===== config.mk =====
export PLATFORM = sky130hd
export DESIGN_NAME = srlzr_ctrl_flat
export DESIGN_NICKNAME = d
export VERILOG_FILES = /design/src/rtl/srlzr_ctrl_if.sv /design/src/rtl/srlzr_ctrl.sv /design/src/flat_wrapper.sv
export SDC_FILE = /design/constraint.sdc
export NUM_CORES = 1
export LEC_CHECK = 0
export ABC_AREA = 1
export CORE_MARGIN = 4
export CORE_UTILIZATION = 34
export DETAILED_ROUTE_END_ITERATION = 10
export SETUP_SLACK_MARGIN = 0.15
export SYNTH_ARGS = -nofsm -noshare
export SYNTH_HDL_FRONTEND = slang
export SYNTH_SLANG_ARGS = --single-unit

===== constraint.sdc =====
create_clock -name clk -period 1.5 [get_ports clk]
set_clock_uncertainty 0.05 [all_clocks]
set_input_delay 0.375 -clock clk [delete_from_list [all_inputs] [get_ports clk]]
set_output_delay 0.375 -clock clk [all_outputs]
set_load 0.02 [all_outputs]

===== src/rtl/srlzr_ctrl_if.sv =====
// Word handshake between the transmit word source and the frame sequencer.
// The source drives s_data/s_valid and the sequencer answers with s_ready.
interface srlzr_ctrl_if #(
    parameter int DATA_WIDTH = 4
);
    logic [DATA_WIDTH-1:0] s_data;
    logic                  s_valid;
    logic                  s_ready;

    modport master (
        output s_data,
        output s_valid,
        input  s_ready
    );

    modport slave (
        input  s_data,
        input  s_valid,
        output s_ready
    );
endinterface


===== src/rtl/srlzr_ctrl.sv =====
// PISO frame sequencer: start bit, MSB-first data, optional even parity, stop bit(s).
// Define SRLZR_PARITY_EN to insert the parity bit after the data bits.
module srlzr_ctrl #(
    parameter int DATA_WIDTH = 4,
    parameter int CLK_DIV    = 4,
    parameter int STOP_BITS  = 1
) (
    input  logic                  clk,
    input  logic                  rst_n,
    srlzr_ctrl_if.slave           s_if,
    output logic [DATA_WIDTH-1:0] piso_x,
    output logic                  piso_load,
    output logic                  piso_shift,
    input  logic                  piso_z,
    output logic                  tx,
    output logic                  busy,
    output logic                  frame_done
);

    localparam int DIV_W = $clog2(CLK_DIV + 1);
    localparam int BIT_W = $clog2(DATA_WIDTH + 1);

    typedef enum logic [2:0] {
        ST_IDLE   = 3'd0,
        ST_START  = 3'd1,
        ST_DATA   = 3'd2,
        ST_PARITY = 3'd3,
        ST_STOP   = 3'd4
    } state_t;

    state_t           r_state;
    state_t           w_state_next;
    logic [DIV_W-1:0] r_div;
    logic [DIV_W-1:0] w_div_next;
    logic [BIT_W-1:0] r_bit;
    logic [BIT_W-1:0] w_bit_next;
    logic             r_tx;
    logic             w_tx_next;
    logic             r_data_sel;
    logic             w_data_sel_next;

    logic w_accept;
    logic w_div_last;
    logic w_data_last;
    logic w_stop_last;

    assign w_accept    = s_if.s_valid && (r_state == ST_IDLE);
    assign w_div_last  = (r_div == DIV_W'(CLK_DIV - 1));
    assign w_data_last = (r_bit == BIT_W'(DATA_WIDTH - 1));
    assign w_stop_last = (r_bit == BIT_W'(STOP_BITS - 1));

`ifdef SRLZR_PARITY_EN
    logic r_parity;

    always_ff @(posedge clk or negedge rst_n) begin
        if (!rst_n) begin
            r_parity <= 1'b0;
        end else if (w_accept) begin
            r_parity <= ^s_if.s_data;
        end
    end
`endif

    always_ff @(posedge clk or negedge rst_n) begin
        if (!rst_n) begin
            r_state    <= ST_IDLE;
            r_div      <= '0;
            r_bit      <= '0;
            r_tx       <= 1'b1;
            r_data_sel <= 1'b0;
        end else begin
            r_state    <= w_state_next;
            r_div      <= w_div_next;
            r_bit      <= w_bit_next;
            r_tx       <= w_tx_next;
            r_data_sel <= w_data_sel_next;
        end
    end

    always_comb begin
        w_state_next    = r_state;
        w_div_next      = (r_state == ST_IDLE || w_div_last) ? '0 : r_div + DIV_W'(1);
        w_bit_next      = r_bit;
        w_tx_next       = r_tx;
        w_data_sel_next = r_data_sel;
        case (r_state)
            ST_IDLE: begin
                w_bit_next = '0;
                w_tx_next  = 1'b1;
                if (w_accept) begin
                    w_state_next = ST_START;
                    w_tx_next    = 1'b0;
                end
            end
            ST_START: begin
                if (w_div_last) begin
                    w_state_next    = ST_DATA;
                    w_bit_next      = '0;
                    w_data_sel_next = 1'b1;
                end
            end
            ST_DATA: begin
                if (w_div_last) begin
                    if (w_data_last) begin
                        w_bit_next      = '0;
                        w_data_sel_next = 1'b0;
`ifdef SRLZR_PARITY_EN
                        w_state_next    = ST_PARITY;
                        w_tx_next       = r_parity;
`else
                        w_state_next    = ST_STOP;
                        w_tx_next       = 1'b1;
`endif
                    end else begin
                        w_bit_next = r_bit + BIT_W'(1);
                    end
                end
            end
`ifdef SRLZR_PARITY_EN
            ST_PARITY: begin
                if (w_div_last) begin
                    w_state_next = ST_STOP;
                    w_bit_next   = '0;
                    w_tx_next    = 1'b1;
                end
            end
`endif
            ST_STOP: begin
                if (w_div_last) begin
                    if (w_stop_last) begin
                        w_state_next = ST_IDLE;
                        w_bit_next   = '0;
                    end else begin
                        w_bit_next = r_bit + BIT_W'(1);
                    end
                end
            end
            default: begin
                w_state_next    = ST_IDLE;
                w_bit_next      = '0;
                w_tx_next       = 1'b1;
                w_data_sel_next = 1'b0;
            end
        endcase
    end

    // During DATA the line follows the PISO flop directly, so each new bit appears on the
    // same edge the PISO shifts; r_data_sel is a flop, keeping the select glitch-free.
    always_comb begin
        s_if.s_ready = (r_state == ST_IDLE);
        piso_load    = w_accept;
        piso_x       = s_if.s_data;
        piso_shift   = (r_state == ST_DATA) && w_div_last && !w_data_last;
        tx           = r_data_sel ? piso_z : r_tx;
        busy         = (r_state != ST_IDLE);
        frame_done   = (r_state == ST_STOP) && w_div_last && w_stop_last;
    end

endmodule


===== src/flat_wrapper.sv =====
// flat-port wrapper written by rule: the top's interface ports become plain ports
module srlzr_ctrl_flat 
#(
    parameter int DATA_WIDTH = 4,
    parameter int CLK_DIV    = 4,
    parameter int STOP_BITS  = 1
)
  (clk, rst_n, piso_x, piso_load, piso_shift, piso_z, tx, busy, frame_done, s_if_s_data, s_if_s_valid, s_if_s_ready);
  srlzr_ctrl_if #(.DATA_WIDTH(DATA_WIDTH)) s_if_i ();
  input  logic clk;
  input  logic rst_n;
  output logic [DATA_WIDTH-1:0] piso_x;
  output logic piso_load;
  output logic piso_shift;
  input  logic piso_z;
  output logic tx;
  output logic busy;
  output logic frame_done;
  input wire logic [$bits(s_if_i.s_data)-1:0] s_if_s_data;
  input wire logic [$bits(s_if_i.s_valid)-1:0] s_if_s_valid;
  output wire logic [$bits(s_if_i.s_ready)-1:0] s_if_s_ready;
  assign s_if_i.s_data = s_if_s_data;
  assign s_if_i.s_valid = s_if_s_valid;
  assign s_if_s_ready = s_if_i.s_ready;
  srlzr_ctrl #(.DATA_WIDTH(DATA_WIDTH), .CLK_DIV(CLK_DIV), .STOP_BITS(STOP_BITS)) u_core (.clk(clk), .rst_n(rst_n), .s_if(s_if_i), .piso_x(piso_x), .piso_load(piso_load), .piso_shift(piso_shift), .piso_z(piso_z), .tx(tx), .busy(busy), .frame_done(frame_done));
endmodule

==> results.md, run 1 <==
- Max FO, Critical Path: 4
- RSZ-0062 raised after global routing: yes
- Initial DRT Pass Iterations: 4
- Top cells by area, synth: dfrtp_1 35%, ha_1 11%, nand2_1 10%
- Num CTS Buffers: 3
- Placed Cells: 137
- Syn nets: 102
- # nets final: 135
- Ys Warns: 0
- Core area: 0.001962 sq mm
- Design Area, Final: 0.001165 sq mm
- Tcrit/Tclk final: 1.135
- Per-cell routed wire length: 11.61 um
- Register Area: 279.0 sq um
- CTS H-tree depth: 1
- Total number of vias: 669
- IO Pins: 18
- Hold Worst Slack: 347.0 ps
- CTS tree: built
- Max Buffers Root-to-Sink: 2
- Final Hold Viols: 0
- CP arrival: 1280 ps
- Relative slew slack: 0.8475
- Worst Max-Slew Pin Slew: 227.9 ps
- Post-route ant nets: 0
- Synth Cell Area: 705.7 sq um
- Delay-heaviest family, CP: flip-flops
- Status: finished with violations
- Chip width: 53.56 um
- Worst EP required: 1070 ps
- Top-area cell type share of the netlist area: 0.3546
- Sequential share of the synthesized area: 0.3918
- Final Setup Violations: 6
- Worst Path Buf+Inv: 1
- Final WS setup: -202.0 ps
- # diodes: 0
- Antenna violations before repair: 0
- Commonest non-fill, non-tap cell in the layout: buf_4
- Initial Util: 0.3597
- Setup CP Type: reg -> out
- Vias in the first global route: 696
- 1st-iter DRT viols: 10
- Multi-input logic area: 471.7 sq um
- Share of layout cells above drive strength 1: 0.5667
- Pre-CTS setup slack: -525.3 ps
- Critical path cell sequence: nor2_4, nand2_2, nor3_4, buf_6
- Placed Area: 973.4 sq um
- Synth Area per Inst: 8.019 sq um
- Failing checks: negative setup slack
- #FFs+latches synth: 11
- Post-Syn Instances: 88
- Clock sink total: 11
- Skew-Pair Late Insertion Delay: 270 ps
- CP endpoint kind: output port
- Final slew viol count: 0
- Largest net degree at the start of global routing: 12
- Peak VDD IR: 1.012 mV
- Remaining DRCs: 0
- Max capacitance violation total: 0
- CP Launch Type: register
- Fillers: 187
- Most frequent cells in the layout: 19 x buf_4, 15 x nand2_1, 10 x buf_6
- Die area: 0.002868 sq mm
- GRT Total Usage: 0.1419
- CTS clk-pin slew, worst paths: 80 ps
- Routability cong.: 0.8333
- FP Rows: 16
- Leakage: 0.5787 nW
- First-pass GRT wire length: 2911 um
- Synth-to-Final Area Change: 65.07%
- PD cells: 1907 mW/mm^2
- Final wirelength: 1707 um
- CP max stage delay: 430 ps
- Number of port buffers: 9
- Fmax: 0.5875 GHz
- Die Y: 53.56 um
- GRT Residual Overflow: 0
- Post-CTS Hold Buffers: 0
- Yosys top cell by area: dfrtp_1
- Fin crit period: 1702 ps
- Vias per cell: 4.551
- Worst-path cell with the longest stage delay: dfrtp_2
- CTS Root Cell: clkbuf_4
- Post-DP HPWL: 1273 um
- Worst min path class: in -> async
- Yosys cell types: 20
- Cell Count, Final, Fillers Out: 147
==> metrics by stage <==
step | setup TNS (ps) | util | total power, mW
2_1_floorplan | 0 | - | 1.212
3_3_place_gp | -2423 | 0.4962 | 1.659
3_5_place_dp | -2547 | 0.4962 | 1.688
4_1_cts | -979.1 | 0.5421 | 2.042
5_1_grt | -1223 | 0.5938 | 2.411
6_report | -854.9 | 0.5938 | 2.221
==> timing repair <==
item | in CTS | in global routing
setup endpoints to repair | 13 | 15
resized for setup | 46 | 23
endpoints found under the hold margin | 0 | 0
pin swaps | 7 | 13
buffers inserted | 4 | 2
==> sequential cells by signal (all words and copies together), names as in the netlist <==
signal / count
u_core.r_div: 3
u_core.r_tx: 1
u_core.r_bit: 3
u_core.r_state: 3
u_core.r_data_sel: 1
==> synthesized netlist by cell type (all sizes together) <==
library cell and count:
dfstp 1, dfrtp 10, a21oi 1, o21ai 7, nand3b 1, nor2 9, ha 6, inv 15
nor3 1, nand4 2, nand3 7, buf 4, nand2 24
==> cell type report <==
| class | count | area share |
|---|---|---|
| Multi-Input combinational cell | 58 | 0.4049 |
| Timing Repair Buffer | 32 | 0.2449 |
| Sequential cell | 11 | 0.2395 |
| Inverter | 15 | 0.05908 |
| Tap cell | 27 | 0.02900 |
| Clock buffer | 4 | 0.02256 |
==> layer usage <==
layer	routed length (um)	share of wire	track usage	vias to the layer above
met5	0	0	0	-
met4	28	0.016	0.07660	0
met3	54	0.032	0.03324	6
met2	894	0.52	0.2306	12
met1	730	0.43	0.1724	314
li1	-	-	-	337
==> cells by family after synthesis <==
kind of cell / after synthesis / synth area share
buf+inv: 19 / 0.1223
fa+ha+maj: 6 / 0.1064
compound gates: 8 / 0.08332
simple gates: 44 / 0.2961
flops: 11 / 0.3919
==> report_power, final <==
group          switching, mW  internal, mW
registers             0.0793         0.409
logic                  0.793         0.732
clock network          0.105         0.103
==> worst paths after layout <==
path / from / to / slack (ps) / cells past startpoint
worst max register to register: u_core.r_state[2] / u_core.r_bit[2] / 110 / 8
worst max-delay path: u_core.r_state[1] / frame_done / -200 / 4
max in group asynchronous: rst_n / u_core.r_tx / 820 / 2
worst min register to register: u_core.r_div[0] / u_core.r_div[0] / 390 / 1
worst min-delay path: rst_n / u_core.r_state[2] / 350 / 2
min in group clk: u_core.r_div[0] / u_core.r_div[0] / 390 / 1
(Power assumes the default switching activity.)
==> run 2, diff against run 1 <==
PLACE_DENSITY = 0.62   (was not set)
==> results.md, run 2 (synthesized netlist as in run 1, its figures left out) <==
- Register Area: 276.5 sq um (-0.90%)
- Synth-to-Final Area Change: 65.78%
- CTS Root Cell: clkbuf_4
- Total number of vias: 653 (-2.4%)
- Share of layout cells above drive strength 1: 0.5360 (-0.03067)
- Worst min path class: in -> async
- Final wirelength: 1547 um (-9.4%)
- RSZ-0062 raised after global routing: yes
- Max Buffers Root-to-Sink: 2 (unchanged)
- CTS tree: built
- Core area: 0.001962 sq mm (unchanged)
- Total Power: 2.259 mW (+1.7%)
- Skew-Pair Late Insertion Delay: 260 ps (about the same)
- CTS H-tree depth: 1 (unchanged)
- Per-cell routed wire length: 10.18 um (-12%)
- Fmax: 0.5809 GHz (-1.1%)
- Grt peak-use layer: met2
- Final Setup Violations: 6 (unchanged)
- Switching part of the total: 0.4207 (-0.01927)
- GRT Residual Overflow: 0 (unchanged)
- Failing checks: negative setup slack
- Psw: 0.9501 mW (-2.8%)
- Vias per cell: 4.296 (-5.6%)
- Pre-CTS setup slack: -532.7 ps (-7.474 ps)
- Clock sink total: 11 (unchanged)
- Fin crit period: 1722 ps (+19.55 ps)
- Post-route ant nets: 0 (unchanged)
- Setup CP Type: reg -> out
- # nets final: 140 (+3.7%)
- Fillers: 186 (-0.53%)
- Initial Util: 0.3597 (unchanged)
- 1st-iter DRT viols: 6 (-4)
- Largest registers: u_core.r_bit: 3 flops, u_core.r_div: 3 flops, u_core.r_state: 3 flops
- Initial DRT Pass Iterations: 3 (-1)
- CP arrival: 1300 ps (+20 ps)
- Antenna violations before repair: 0 (unchanged)
- Worst Max-Slew Pin Slew: 172.8 ps (-55.16 ps)
- Chip width: 53.56 um (unchanged)
- Multi-input logic area: 445.4 sq um (-5.6%)
- Final WS setup: -221.5 ps (-19.55 ps)
- IO Pins: 18 (unchanged)
- Met3 GRT Util: 0.03324 (unchanged)
- Vias in the first global route: 647 (-7.0%)
- PD cells: 1931 mW/mm^2 (+1.3%)
- Final slew viol count: 0 (unchanged)
- Tcrit/Tclk final: 1.148 (+0.01304)
- Num CTS Buffers: 3 (unchanged)
- Die area: 0.002868 sq mm (unchanged)
- Routability cong.: 0.7856 (-5.7%)
- Sequential power share: 0.211 (-0.009)
- Met2 Usage GRT: 0.2061 (-0.02449)
- CP Launch Type: register
- Max FO, Critical Path: 3 (-1)
- Peak VDD IR: 1.377 mV (+36%)
- Leakage: 0.5813 nW (+0.45%)
- Commonest non-fill, non-tap cell in the layout: buf_4
- Status: finished with violations
- Relative slew slack: 0.8845 (+0.03701)
- Final Hold Viols: 0 (unchanged)
- Max capacitance violation total: 0 (unchanged)
- Remaining DRCs: 0 (unchanged)
- FP Rows: 16 (unchanged)
- Most frequent cells in the layout: 23 x buf_4, 14 x nand2_1, 11 x buf_6
- Logic pwr share: 0.700 (+0.013)
- Number of port buffers: 9 (unchanged)
- GRT Total Usage: 0.1286 (-0.01330)
- # diodes: 0 (unchanged)
- Cell-internal power: 1.308 mW (+5.2%)
- Post-DP HPWL: 1232 um (-3.2%)
- Worst EP required: 1070 ps (about the same)
- Met1 Use GR: 0.1624 (-0.009962)
- Clock Power Share: 0.089 (-0.004)
- CP endpoint kind: output port
- CTS clk-pin slew, worst paths: 70 ps (about the same)
- Die Y: 53.56 um (unchanged)
- Largest net degree at the start of global routing: 12 (unchanged)
- First-pass GRT wire length: 2622 um (-9.9%)
run 2: per-stage QoR:
step / area, sq um / util / hold WS, ps / setup TNS [ps] / cells
5_1_grt: 1170 / 0.5963 / 354.3 / -1199 / 152
3_5_place_dp: 988.4 / 0.5038 / 380.7 / -2591 / 139
3_3_place_gp: 988.4 / 0.5038 / 372.9 / -2374 / 139
6_report: 1170 / 0.5963 / 348.9 / -790.8 / 152
2_1_floorplan: 752.0 / - / 29.41 / 0 / 88
4_1_cts: 1116 / 0.5689 / 349.2 / -929.4 / 149
run 2: final cells by class:
cell class	instances	share of cell area
well taps	27	0.02888
clock buffers	4	0.02246
repair buffers	37	0.2791
flip-flops and latches	11	0.2364
multi-input cells	58	0.3807
inverters	15	0.05241
run 2: routing by layer:
metal | up-vias | wire, um | part of all wire
met3 | 4 | 50 | 0.032
met4 | 0 | 7 | 0.0045
li1 | 346 | - | -
met2 | 8 | 730 | 0.47
met5 | - | 0 | 0
met1 | 295 | 759 | 0.49
run 2: worst max-delay path, stage by stage, from the launching register on:
cell and delay (ps):
dfrtp_1 350, ha_2 190, ha_4 140, inv_4 50, nor3_4 170, buf_6 130
run 2: power groups by stage:
| stage | sequential, mW | combinational (mW) | clock [mW] |
|---|---|---|---|
| floorplan | 0.480 | 0.732 | 0 |
| global placement | 0.479 | 1.18 | 0 |
| detailed placement | 0.485 | 1.22 | 0 |
| CTS | 0.477 | 1.51 | 0.208 |
| global route | 0.491 | 1.72 | 0.226 |
| finish | 0.477 | 1.58 | 0.200 |
run 2: worst paths after layout:
check / slack, ps / endpoint / cells after the start / startpoint
worst min register to register: 390 / u_core.r_div[0] / 1 / u_core.r_div[0]
min in group clk: 390 / u_core.r_div[0] / 1 / u_core.r_div[0]
worst max-delay path: -220 / frame_done / 5 / u_core.r_div[0]
worst min-delay path: 350 / u_core.r_data_sel / 2 / rst_n
max in group asynchronous: 830 / u_core.r_tx / 2 / rst_n
worst max register to register: 100 / u_core.r_data_sel / 8 / u_core.r_div[0]
run 2: repair_timing:
item / CTS / global route
setup endpoints to repair: 12 / 15
resized for setup: 51 / 10
hold buffers: 0 / 0
pin swaps: 6 / 8
buffers inserted: 6 / 3
==> run 3, diff against run 2 <==
CORE_MARGIN = not set   (was 4)
CORE_UTILIZATION = 42   (was 34)
PLACE_DENSITY = 0.74   (was 0.62)
==> results.md, run 3 (synthesized netlist as in run 1, its figures left out) <==
- Fin crit period: 1725 ps (+3.847 ps)
- Cell Count, Final, Fillers Out: 134 (-12%)
- First-pass GRT wire length: 2822 um (+7.6%)
- Core area: 0.001541 sq mm (-21%)
- Post-CTS Hold Buffers: 0 (unchanged)
- Setup TNS: -955.8 ps (-165.0 ps)
- Max capacitance violation total: 0 (unchanged)
- Vias in the first global route: 684 (+5.7%)
- Antenna violations before repair: 0 (unchanged)
- IO Pins: 18 (unchanged)
- Post-DP HPWL: 1211 um (-1.6%)
- Total Power: 2.292 mW (+1.5%)
- Tcrit/Tclk final: 1.150 (+0.002565)
- Worst Max-Slew Pin Slew: 250.4 ps (+77.66 ps)
- Status: finished with violations
- Worst Path Buf+Inv: 2 (unchanged)
- Clock sink total: 11 (unchanged)
- Synth-to-Final Area Change: 61.70%
- Largest registers: u_core.r_bit: 3 flops, u_core.r_div: 3 flops, u_core.r_state: 3 flops
- CP endpoint kind: output port
- Most frequent cells in the layout: 19 x buf_4, 14 x nand2_1, 9 x dfrtp_1
- CP Launch Type: register
- PD cells: 2009 mW/mm^2 (+4.1%)
- GRT Residual Overflow: 0 (unchanged)
- Die area: 0.001848 sq mm (-36%)
- CTS tree: built
- Setup CP Type: reg -> out
- Worst EP required: 1070 ps (about the same)
- Skew-Pair Late Insertion Delay: 280 ps (+20 ps)
- Per-cell routed wire length: 14.01 um (+38%)
- CP arrival: 1300 ps (about the same)
- CTS H-tree depth: 1 (unchanged)
- Critical path cell sequence: nor2_4, buf_6, nand2_8, nor2_4, buf_6
- Final wirelength: 1877 um (+21%)
- CTS clk-pin slew, worst paths: 70 ps (about the same)
- Chip width: 42.99 um (-20%)
- Final WS setup: -225.4 ps (-3.847 ps)
- Delay-heaviest family, CP: flip-flops
- Largest net degree at the start of global routing: 12 (unchanged)
- Max Buffers Root-to-Sink: 2 (unchanged)
- Post-route ant nets: 0 (unchanged)
- Peak VDD IR: 1.330 mV (-3.4%)
- Remaining DRCs: 0 (unchanged)
- Die Y: 42.99 um (-20%)
- Vias per cell: 5.299 (+23%)
- # diodes: 0 (unchanged)
- Final Hold Viols: 0 (unchanged)
- Max FO, Critical Path: 4 (+1)
- GRT Total Usage: 0.2132 (+0.08465)
- Worst-path cell with the longest stage delay: dfrtp_1
- FP Rows: 14 (-2)
- CTS Root Cell: clkbuf_4
- Failing checks: negative setup slack
- Share of layout cells above drive strength 1: 0.5678 (+0.03180)
- Total number of vias: 710 (+8.7%)
- Routability cong.: 0.8233 (+4.8%)
- Fmax: 0.5796 GHz (-0.22%)
- RSZ-0062 raised after global routing: yes
- Initial Util: 0.4578 (+0.09810)
- Final Setup Violations: 6 (unchanged)
- CP max stage delay: 430 ps (+80 ps)
- Relative slew slack: 0.8313 (-0.05321)
- Commonest non-fill, non-tap cell in the layout: buf_4
- Final slew viol count: 0 (unchanged)
- Number of port buffers: 9 (unchanged)
- # nets final: 133 (-5.0%)
- Initial DRT Pass Iterations: 4 (+1)
- Placed Cells: 126 (-9.4%)
- Leakage: 0.5714 nW (-1.7%)
- Num CTS Buffers: 3 (unchanged)
- Worst min path class: in -> async
- 1st-iter DRT viols: 14 (+8)
- Fillers: 100 (-46%)
## run 3: changes by cell type in the layout (fill, tap and decap cells not counted), sizes merged
cell	previous run	this run
buf	34	27
## run 3: final cells by class
cell class	instances	area [sq um]	area share
clock buffers	4	26.28	0.02303
inverters	15	63.81	0.05592
well taps	16	20.02	0.01754
multi-input cells	58	490.5	0.4298
repair buffers	30	262.8	0.2303
flip-flops and latches	11	277.8	0.2434
## run 3: repair_timing
item                                    CTS  global route
setup buffers                             2             2
pin swaps                                 5            15
gates resized for setup                  53            16
endpoints found under the setup margin   13            16
## run 3: power by group
group	leakage (nW)	internal (mW)	switching, mW
logic	0.414	0.739	0.852
clock network	0.0150	0.103	0.111
registers	0.143	0.407	0.0801
total	0.571	1.25	1.04
## run 3: final timing paths
kind | start | endpoint | slack, ps | cells past startpoint
worst max-delay path | u_core.r_state[1] | piso_load | -230 | 5
worst max register to register | u_core.r_state[1] | u_core.r_bit[0] | 50 | 9
worst min register to register | u_core.r_div[0] | u_core.r_div[0] | 390 | 1
min in group clk | u_core.r_div[0] | u_core.r_div[0] | 390 | 1
max in group asynchronous | rst_n | u_core.r_tx | 820 | 2
worst min-delay path | rst_n | u_core.r_data_sel | 360 | 2
## run 3: worst register-to-register path, cell delays in order, from the launching register on
cell and delay [ps]:
dfrtp_1 430, nor2_4 170, nand2_2 100, buf_4 140, buf_4 140, nand2_4 90, nand2_4 80, o21ai_4 70
nand2_1 70, nand2_1 70
## run 3: per-stage QoR
stage / setup slack [ps] / cell area, sq um / hold WS (ps) / utilization
floorplan: 93.84 / 752.0 / 29.41 / -
detailed placement: -536.3 / 959.7 / 380.1 / 0.6226
global route: -296.7 / 1141 / 361.8 / 0.7403
global placement: -523.9 / 959.7 / 370.4 / 0.6226
finish: -225.4 / 1141 / 357.3 / 0.7403
CTS: -222.2 / 1061 / 350.8 / 0.6883
## run 3: per-layer routing
| metal | vias to the layer above | GRT usage | wire, um |
|---|---|---|---|
| li1 | 333 | - | - |
| met1 | 345 | 0.2347 | 731 |
| met2 | 22 | 0.3697 | 966 |
| met3 | 10 | 0.03830 | 95 |
| met4 | 0 | 0.1394 | 85 |
| met5 | - | 0 | 0 |
